[src/rtl/sodor_stim_pkg.sv]
// Shared constants, enums and LFSR step for the Sodor RV32I stimulus generator.
package sodor_stim_pkg;

  localparam int unsigned XLEN = 32;

  localparam logic [6:0] OP_R    = 7'b0110011;
  localparam logic [6:0] OP_IMM  = 7'b0010011;
  localparam logic [6:0] OP_LOAD = 7'b0000011;

  localparam logic [XLEN-1:0] NOP_INSTR = 32'h0000_0013;

  typedef enum logic [1:0] {CLS_R, CLS_IALU, CLS_LOAD} cls_e;
  typedef enum logic [1:0] {IDLE, GEN, DRAIN, DONE} state_e;

  // One xorshift32 step: x^=x<<13; x^=x>>17; x^=x<<5.
  function automatic logic [XLEN-1:0] xorshift32_step(input logic [XLEN-1:0] x);
    logic [XLEN-1:0] y;
    y = x;
    y = y ^ (y << 13);
    y = y ^ (y >> 17);
    y = y ^ (y << 5);
    return y;
  endfunction

endpackage

[src/rtl/sodor_instr_stim_gen_if.sv]
// Valid/ready instruction stream between the stimulus generator and its consumer.
interface sodor_instr_stim_gen_if;
  logic        instr_valid;
  logic        instr_ready;
  logic [31:0] instr;

  modport master (output instr_valid, output instr, input  instr_ready);
  modport slave  (input  instr_valid, input  instr, output instr_ready);
endinterface

[src/rtl/sodor_xorshift32.sv]
// Seedable xorshift32 state register; exposes the value it would take on the next step.
module sodor_xorshift32
  import sodor_stim_pkg::*;
#(
  parameter logic [31:0] SEED = 32'h0000_0001
) (
  input  logic            clk,
  input  logic            reset_n,
  input  logic            step,
  input  logic            load,
  output logic [XLEN-1:0] nxt_c
);

  // A zero seed would lock xorshift at zero forever.
  localparam logic [XLEN-1:0] SEED_EFF = (SEED == 32'd0) ? 32'd1 : SEED;

  logic [XLEN-1:0] x;

  assign nxt_c = xorshift32_step(x);

  always_ff @(posedge clk or negedge reset_n) begin
    if (!reset_n)  x <= SEED_EFF;
    else if (load) x <= SEED_EFF;
    else if (step) x <= nxt_c;
  end

endmodule

[src/rtl/sodor_instr_stim_gen.sv]
// Random RV32I R/I-ALU/LOAD instruction stream with a fixed-length burst, NOP drain and done flag.
module sodor_instr_stim_gen
  import sodor_stim_pkg::*;
#(
  parameter logic [31:0] SEED         = 32'h0000_0001,
  parameter int unsigned BURST_LEN    = 64,
  parameter int unsigned DRAIN_NOPS   = 5,
  parameter logic [4:0]  REG_MASK     = 5'b11111,
  parameter logic [2:0]  LOAD_F3_MASK = 3'b100,
  parameter int unsigned CNT_W        = 16
) (
  input  logic                          clk,
  input  logic                          reset_n,
  input  logic                          start,
  input  logic [2:0]                    class_en,
  sodor_instr_stim_gen_if.master        bus,
  output logic [CNT_W-1:0]              instr_count,
  output logic                          done
);

  localparam int unsigned RUN_W = 32;

  state_e           state, state_d;
  logic [XLEN-1:0]  instr_q, instr_d;
  logic             valid_q, valid_d;
  logic             done_q, done_d;
  logic             nop_q, nop_d;
  logic [CNT_W-1:0] count_q, count_d;
  logic [RUN_W-1:0] burst_q, burst_d;
  logic [RUN_W-1:0] drain_q, drain_d;
  logic             step_c;
  logic             accept_c;
  logic [XLEN-1:0]  lfsr_nxt_c;

  sodor_xorshift32 #(.SEED(SEED)) u_lfsr (
    .clk     (clk),
    .reset_n (reset_n),
    .step    (step_c),
    .load    (1'b0),
    .nxt_c   (lfsr_nxt_c)
  );

  // Field encoding; a disabled candidate class falls back to the lowest enabled one.
  function automatic logic [XLEN-1:0] encode(input logic [XLEN-1:0] x, input logic [2:0] en);
    cls_e            cand;
    cls_e            cls;
    logic            cand_on;
    logic [4:0]      rs1, rs2, rd;
    logic [2:0]      f3;
    logic [11:0]     imm;
    logic [6:0]      f7;
    logic [XLEN-1:0] word;
    case (x[1:0])
      2'b01:   cand = CLS_IALU;
      2'b10:   cand = CLS_LOAD;
      default: cand = CLS_R;
    endcase
    case (cand)
      CLS_IALU: cand_on = en[1];
      CLS_LOAD: cand_on = en[2];
      default:  cand_on = en[0];
    endcase
    if (cand_on)    cls = cand;
    else if (en[0]) cls = CLS_R;
    else if (en[1]) cls = CLS_IALU;
    else            cls = CLS_LOAD;
    rs2 = x[24:20] & REG_MASK;
    rs1 = x[19:15] & REG_MASK;
    rd  = x[11:7]  & REG_MASK;
    f3  = x[14:12];
    imm = x[31:20];
    f7  = 7'h00;
    case (cls)
      CLS_R: begin
        if ((f3 == 3'd0 || f3 == 3'd5) && x[30]) f7 = 7'h20;
        word = {f7, rs2, rs1, f3, rd, OP_R};
      end
      CLS_IALU: begin
        if (f3 == 3'd1)      imm[11:5] = 7'h00;
        else if (f3 == 3'd5) imm[11:5] = {1'b0, x[30], 5'b0};
        word = {imm, rs1, f3, rd, OP_IMM};
      end
      CLS_LOAD: word = {imm, rs1, f3 & LOAD_F3_MASK, rd, OP_LOAD};
      default:  word = NOP_INSTR;
    endcase
    if (en == 3'b000) word = NOP_INSTR;
    return word;
  endfunction

  assign accept_c = valid_q && bus.instr_ready;

  // Next-state and next-output logic.
  always_comb begin
    state_d = state;
    instr_d = instr_q;
    valid_d = valid_q;
    done_d  = done_q;
    nop_d   = nop_q;
    count_d = count_q;
    burst_d = burst_q;
    drain_d = drain_q;
    step_c  = 1'b0;
    case (state)
      IDLE, DONE: begin
        if (start) begin
          step_c  = 1'b1;
          count_d = '0;
          burst_d = '0;
          drain_d = '0;
          if (BURST_LEN != 0) begin
            state_d = GEN;
            valid_d = 1'b1;
            done_d  = 1'b0;
            instr_d = encode(lfsr_nxt_c, class_en);
            nop_d   = (class_en == 3'b000);
          end else if (DRAIN_NOPS != 0) begin
            state_d = DRAIN;
            valid_d = 1'b1;
            done_d  = 1'b0;
            instr_d = NOP_INSTR;
          end else begin
            state_d = DONE;
            valid_d = 1'b0;
            done_d  = 1'b1;
            instr_d = NOP_INSTR;
          end
        end
      end
      GEN: begin
        if (accept_c) begin
          step_c  = 1'b1;
          burst_d = burst_q + RUN_W'(1);
          if (!nop_q && count_q != {CNT_W{1'b1}}) count_d = count_q + CNT_W'(1);
          if (burst_q + RUN_W'(1) == BURST_LEN) begin
            instr_d = NOP_INSTR;
            if (DRAIN_NOPS != 0) begin
              state_d = DRAIN;
            end else begin
              state_d = DONE;
              valid_d = 1'b0;
              done_d  = 1'b1;
            end
          end else begin
            instr_d = encode(lfsr_nxt_c, class_en);
            nop_d   = (class_en == 3'b000);
          end
        end
      end
      DRAIN: begin
        if (accept_c) begin
          drain_d = drain_q + RUN_W'(1);
          if (drain_q + RUN_W'(1) == DRAIN_NOPS) begin
            state_d = DONE;
            valid_d = 1'b0;
            done_d  = 1'b1;
          end
        end
      end
      default: state_d = IDLE;
    endcase
  end

  always_ff @(posedge clk or negedge reset_n) begin
    if (!reset_n) begin
      state   <= IDLE;
      instr_q <= NOP_INSTR;
      valid_q <= 1'b0;
      done_q  <= 1'b0;
      nop_q   <= 1'b0;
      count_q <= '0;
      burst_q <= '0;
      drain_q <= '0;
    end else begin
      state   <= state_d;
      instr_q <= instr_d;
      valid_q <= valid_d;
      done_q  <= done_d;
      nop_q   <= nop_d;
      count_q <= count_d;
      burst_q <= burst_d;
      drain_q <= drain_d;
    end
  end

  assign bus.instr_valid = valid_q;
  assign bus.instr       = instr_q;
  assign instr_count     = count_q;
  assign done            = done_q;

endmodule

[src/flat_wrapper.sv]
// flat-port wrapper written by rule: the top's interface ports become plain ports
module sodor_instr_stim_gen_flat import sodor_stim_pkg::*;
#(
  parameter logic [31:0] SEED         = 32'h0000_0001,
  parameter int unsigned BURST_LEN    = 64,
  parameter int unsigned DRAIN_NOPS   = 5,
  parameter logic [4:0]  REG_MASK     = 5'b11111,
  parameter logic [2:0]  LOAD_F3_MASK = 3'b100,
  parameter int unsigned CNT_W        = 16
)
  (clk, reset_n, start, class_en, instr_count, done, bus_instr_valid, bus_instr, bus_instr_ready);
  sodor_instr_stim_gen_if bus_i ();
  input  logic clk;
  input  logic reset_n;
  input  logic start;
  input  logic [2:0] class_en;
  output logic [CNT_W-1:0] instr_count;
  output logic done;
  output wire logic [$bits(bus_i.instr_valid)-1:0] bus_instr_valid;
  output wire logic [$bits(bus_i.instr)-1:0] bus_instr;
  input wire logic [$bits(bus_i.instr_ready)-1:0] bus_instr_ready;
  assign bus_instr_valid = bus_i.instr_valid;
  assign bus_instr = bus_i.instr;
  assign bus_i.instr_ready = bus_instr_ready;
  sodor_instr_stim_gen #(.SEED(SEED), .BURST_LEN(BURST_LEN), .DRAIN_NOPS(DRAIN_NOPS), .REG_MASK(REG_MASK), .LOAD_F3_MASK(LOAD_F3_MASK), .CNT_W(CNT_W)) u_core (.clk(clk), .reset_n(reset_n), .start(start), .class_en(class_en), .bus(bus_i), .instr_count(instr_count), .done(done));
endmodule
[config.mk]
export PLATFORM = sky130hd
export DESIGN_NAME = sodor_instr_stim_gen_flat
export DESIGN_NICKNAME = d
export VERILOG_FILES = /design/src/rtl/sodor_stim_pkg.sv /design/src/rtl/sodor_instr_stim_gen_if.sv /design/src/rtl/sodor_xorshift32.sv /design/src/rtl/sodor_instr_stim_gen.sv /design/src/flat_wrapper.sv
export SDC_FILE = /design/constraint.sdc
export NUM_CORES = 1
export LEC_CHECK = 0
export CAP_MARGIN = 20
export CORE_UTILIZATION = 45
export DETAILED_ROUTE_END_ITERATION = 10
export GPL_TIMING_DRIVEN = 1
export SYNTH_ARGS = -nofsm -noshare
export SYNTH_HDL_FRONTEND = slang
export SYNTH_SLANG_ARGS = --single-unit
[constraint.sdc]
create_clock -name clk -period 4.1 [get_ports clk]
set_input_delay 1.23 -clock clk [delete_from_list [all_inputs] [get_ports clk]]
set_output_delay 1.23 -clock clk [all_outputs]
set_load 0.02 [all_outputs]
* Word level (Yosys, flattened, before mapping) *
Cells that the tools add are included.

storage, ports and cells
  register bits after elaboration = 149
  word-level logic and storage cells = 123

cells by class
  $add $sub $neg = 3
  bitwise gates (word level) = 4
  muxes and demuxes = 63
  reduce and logical (&&, ||, !) cells = 19
  eq/ne operators = 25

operators by type and width
  cell                     number
  $mux W32                 8
  $pmux W32 S2             3
  $pmux W32 S3             2
  $add A32 B1 Y32 const B  2
  $xor A32 B32 Y32         2
  $mux W16                 3
  $mux W2                  19
  $eq A32 B3 Y1 const B    1
  $eq A32 B7 Y1 const B    1
  $pmux W16 S2             1
  $xor A32 B15 Y32         1
  $add A16 B1 Y16 const B  1
  $mux W1                  16
  $ne A16 B16 Y1 const B   1
  $eq A2 B2 Y1 const B     7
  $mux W7                  2
  $eq A2 B1 Y1 const B     6
  $pmux W1 S2              6
  $reduce_and A4 Y1        3
  $ne A2 B1 Y1 const B     5
  $logic_not A2 Y1         3
  $logic_not A3 Y1         2
  $mux W6                  1
  $pmux W2 S3              1
  12 further kinds         17

* Logic depth before layout (Yosys ltp) *
  depth after elaboration = 23
  mapped depth = 13
  mapped depth without buffers = 12

* Hierarchy *
From an unflattened synthesis, not the netlist that was laid out.

second synthesis, totals
  cell total of the unflattened synthesis = 1065
  area total of the unflattened synthesis = 9615.5 µm²

by module, submodules not included
  module                cells each  area an instance (µm²)  times used
  sodor_instr_stim_gen  845         7189.4                  1
  sodor_xorshift32      220         2426.1                  1

* Worst setup path before layout *
OpenSTA, ideal clock, no wires.

  kind = reg2reg
  start point = register u_core.burst_q[3]
  end point = register u_core.instr_q[10], in the netlist u_core.bus.instr[10]
  library setup time = 0.122 ns
  path buffers = 2
  arrival time = 3.182 ns
  clock period less this slack = 3.303 ns
  setup slack = 0.797 ns
  stages on the path, launching flop included = 11
  data required time = 3.978 ns
  cell sequence = dfrtp_1 > buf_2 > nand4_2 > or4_4 > or3_4 > or4_1 > a211o_1 > nor4_4 > nor3b_2 > buf_6 > a32o_1

between the ends
  word-level cells in the longest chain between the ends = 5

RTL lines
  item                    line                         RTL
  start, declared         sodor_instr_stim_gen.sv:29   logic [RUN_W-1:0] burst_q, burst_d;
  start signal, assigned  sodor_instr_stim_gen.sv:180  burst_q <= burst_d;
  $add A32 B1 Y32         sodor_instr_stim_gen.sv:134  if (burst_q + RUN_W'(1) == BURST_LEN) begin
  $eq A32 B7 Y1           sodor_instr_stim_gen.sv:134
  $mux W32                sodor_instr_stim_gen.sv:134
  $mux W32                sodor_instr_stim_gen.sv:130  if (accept_c) begin
  $pmux W32 S2            sodor_instr_stim_gen.sv:103  case (state)
  end signal, assigned    sodor_instr_stim_gen.sv:175  instr_q <= instr_d;
  end, declared           sodor_instr_stim_gen.sv:24   logic [XLEN-1:0] instr_q, instr_d;

No other way between the ends. The select of a mux whose other input is x is not followed.
A chain may end at the register's enable or synchronous reset.

* Worst setup path after layout *
  start point = register u_core.burst_q[4]
  end point = register u_core.instr_q[12], in the netlist u_core.bus.instr[12]

Same word-level chain as after synthesis.

==> impl_results.md <==
- Final instance area: 10100 um^2
- Die height: 142 um
- Clock tree from TritonCTS: built
- Maximum number of pins on one net before global-route repair: 83
- Sum of overflow across all layers after global routing: 0
- Worst hold-check slack: 0.488 ns
- Class of the worst hold path: register to register
- Routability congestion estimate: 0.907
- Max Clock Skew: 0.0102 ns
- Mean routed wirelength per cell: 16.6 um
- Endpoints failing setup: 0
- RSZ-0062 raised after global routing: no
- Critical path class: register to register
- Post-Synthesis Cells: 997
- I/O pin cnt: 57
- Clock insertion delay at the later pin of the skew report: 0.43 ns
- Number of input and output port buffers inserted: 51
- Highest-delay cell along the critical path: sky130_fd_sc_hd__or4_4
- Critical Path Sink Type: register
- Crit path max-delay family: simple AND/OR/NAND/NOR gates
- CTS root buf: sky130_fd_sc_hd__clkbuf_16
- Cell Chain, Critical Path: nand4_2 > or4_4 > or3_4 > or4_1 > a211o_1 > nor4_4 > nor3b_4 > buf_8 > a32o_1
- Launch point of the worst reg-to-reg path: u_core.burst_q[4]
- Fraction of layout instances using a drive strength above 1: 0.0753
- Antenna violations before repair: 0
- Ratio of routed vias to standard cells: 5.66
- Hold wc startpoint: u_core.u_lfsr.x[27]
- Timing-limited maximum frequency: 274 MHz
- Starting DRT DRC Count: 478
- Post-layout total power: 8.55 mW
- Arrival time reported for the critical path endpoint: 3.97 ns
- Cell with the most instances after synthesis: sky130_fd_sc_hd__dfrtp_1
- Hold Vio Cnt, Final: 0
- Flip-flop cell with the highest count after synthesis: sky130_fd_sc_hd__dfrtp_1
- Overall fraction of global-route tracks in use: 0.230
- Transition time at the pin with the least slew margin: 0.806 ns
- Critical path origin: u_core.burst_q[4]
- Status: finished clean
- Buffers inserted by post-CTS timing repair: 0
- Mean instance size in the synthesized netlist: 8.83 um^2
- Post-CTS Hold Fix Bufs: 0
- Remaining antenna violation count: 0
- Min cycle time layout: 3.65 ns
- Register bit count reported by yosys: 144
- Number of buffer and inverter stages on the critical path: 1
- Area share of the leading cell type in the synthesized netlist: 0.404
- Initial standard-cell utilization of the core: 0.464
- Leakage component of the power: 4.10 nW
- Commonest cells in the synthesized netlist: 142 x sky130_fd_sc_hd__dfrtp_1, 118 x sky130_fd_sc_hd__nand2_1, 88 x sky130_fd_sc_hd__o21ai_0
- Count of flip-flops with a built-in enable after synthesis: 0
- Clock-pin slew reported for the worst setup and hold paths after clock tree synthesis: 0.07 ns
- Post-placement cell area: 9540 um^2
- TritonCTS Buffers: 17
- Yosys top cell by area: sky130_fd_sc_hd__dfrtp_1
- Total vias in the final route: 7329
- Synthesis warning total: 0
- Die width: 142 um
- Max-slew violation count: 0
- Synth top area cells: sky130_fd_sc_hd__dfrtp_1 40%, sky130_fd_sc_hd__xnor2_1 7.1%, sky130_fd_sc_hd__xor2_1 6.2%, sky130_fd_sc_hd__nand2_1 5.0%, sky130_fd_sc_hd__o21ai_0 5.0%
- HPWL Detailed: 15000 um
- Number of diodes added for antenna fixing: 0
- Async set-reset flop share out of synthesis: 1.00
- Number of rows created at floorplan: 50
- Worst slew margin relative to its limit: 0.463
- Nets@finish: 1042
- Vias in the first global route: 6989
- Number of H-tree levels: 4
- CTS sink cnt: 144
- Buffers from clock root to sink, at most: 2
- Post-synthesis instance area: 8800 um^2
- MaxCap Viol Count: 0
- Area growth syn-to-layout: 14.8%
- First-pass GRT wire length: 36400 um
- Floorplan die area: 20100 um^2
- CP required: 4.42 ns
- Resized cells post-CTS: 0
- Portion of the clock cycle consumed by the worst path in the final layout: 0.891
- Setup TNS after final layout: 0 ns
- Power density of the placed cells: 845 nW/um^2
- Detailed-router iteration count before antenna repair: 5
- Largest incremental delay on the critical path: 0.57 ns
- Largest voltage drop on the vdd net: 0.442 mV
- Core Area: 19000 um^2
- Max FO, Critical Path: 25
- Unique masters post-synth: 62
- Residual DRC: 0
- Startpoint Class: register
- Sequential share of the synthesized area: 0.410
- Final routed wirelength across all metal layers: 21600 um
[cell type report]
type	instances	area, um^2
timing repair buffer	77	727
multi-input combinational	765	4830
tap	260	325
fill	1766	8850
clock buffer	17	425
sequential	144	3610
inverter	18	67.6
clock inverter	15	125
[layer usage]
layer / GRT usage / part of all wire / wire (um)
met1: 0.322 / 0.48 / 10300
met2: 0.368 / 0.47 / 10200
met3: 0.0388 / 0.042 / 897
met4: 0.0651 / 0.011 / 229
met5: 0 / 0 / 0
[worst register-to-register path, cell delays in order (launching register included)]
cell and delay [ns]:
sky130_fd_sc_hd__dfrtp_1 0.50, sky130_fd_sc_hd__nand4_2 0.29, sky130_fd_sc_hd__or4_4 0.57, sky130_fd_sc_hd__or3_4 0.43, sky130_fd_sc_hd__or4_1 0.47, sky130_fd_sc_hd__a211o_1 0.35
sky130_fd_sc_hd__nor4_4 0.36, sky130_fd_sc_hd__nor3b_4 0.10, sky130_fd_sc_hd__buf_8 0.18, sky130_fd_sc_hd__a32o_1 0.27
[worst paths after layout]
| path | end | slack [ns] | depth (start not counted) |
|---|---|---|---|
| min in group asynchronous | u_core.instr_count[11] | 0.75 | 1 |
| max in group asynchronous | u_core.bus.instr[4] | 2.53 | 2 |
| max | u_core.bus.instr[12] | 0.45 | 9 |
| max reg2reg | u_core.bus.instr[12] | 0.45 | 9 |
| min | u_core.u_lfsr.x[27] | 0.49 | 1 |
| min reg2reg | u_core.u_lfsr.x[27] | 0.49 | 1 |
[cells by family after synthesis]
kind of cell | Yosys count | share of synthesized area
other | 2 | 0.000853
adder cells (fa/ha/maj) | 12 | 0.0171
AND/OR/NAND/NOR | 375 | 0.210
buffers and inverters | 91 | 0.0439
flip-flops | 144 | 0.410
multiplexers | 11 | 0.0129
AO/OA/AOI/OAI | 229 | 0.173
XOR/XNOR | 133 | 0.132
[per-stage QoR]
step / utilization / setup WS, ns / cells
floorplan: - / 0.797 / 1000
global placement: 0.503 / 0.408 / 1263
detailed placement: 0.503 / 0.388 / 1263
CTS: 0.532 / 0.373 / 1295
global route: 0.533 / 0.282 / 1296
finish: 0.533 / 0.448 / 1296
[state kept, by name, indices dropped and copies added (netlist names), 2 cells and up]
register	cells
u_core.burst_q	32
u_core.instr_count	16
u_core.drain_q	32
u_core.state	2
u_core.u_lfsr.x	32
u_core.bus.instr	27
[cells in the final DEF, fill, tap and decap left out, types with 24 or more instances in the layout]
master                              n
sky130_fd_sc_hd__xnor2_1           71
sky130_fd_sc_hd__nand2_1          118
sky130_fd_sc_hd__o21ai_0           88
sky130_fd_sc_hd__o31ai_1           26
sky130_fd_sc_hd__buf_4             24
sky130_fd_sc_hd__nor2_1            82
sky130_fd_sc_hd__xor2_1            62
sky130_fd_sc_hd__a21oi_1           25
sky130_fd_sc_hd__clkdlybuf4s50_1   50
sky130_fd_sc_hd__dfrtp_1          142
sky130_fd_sc_hd__nand4_1           34
sky130_fd_sc_hd__nand3_1           32
[power by group]
part           switching (mW)  internal (mW)
registers               0.356           1.80
logic                    2.81           2.10
clock network           0.686          0.791
Note: power is estimated with default switching activity, not from simulation.
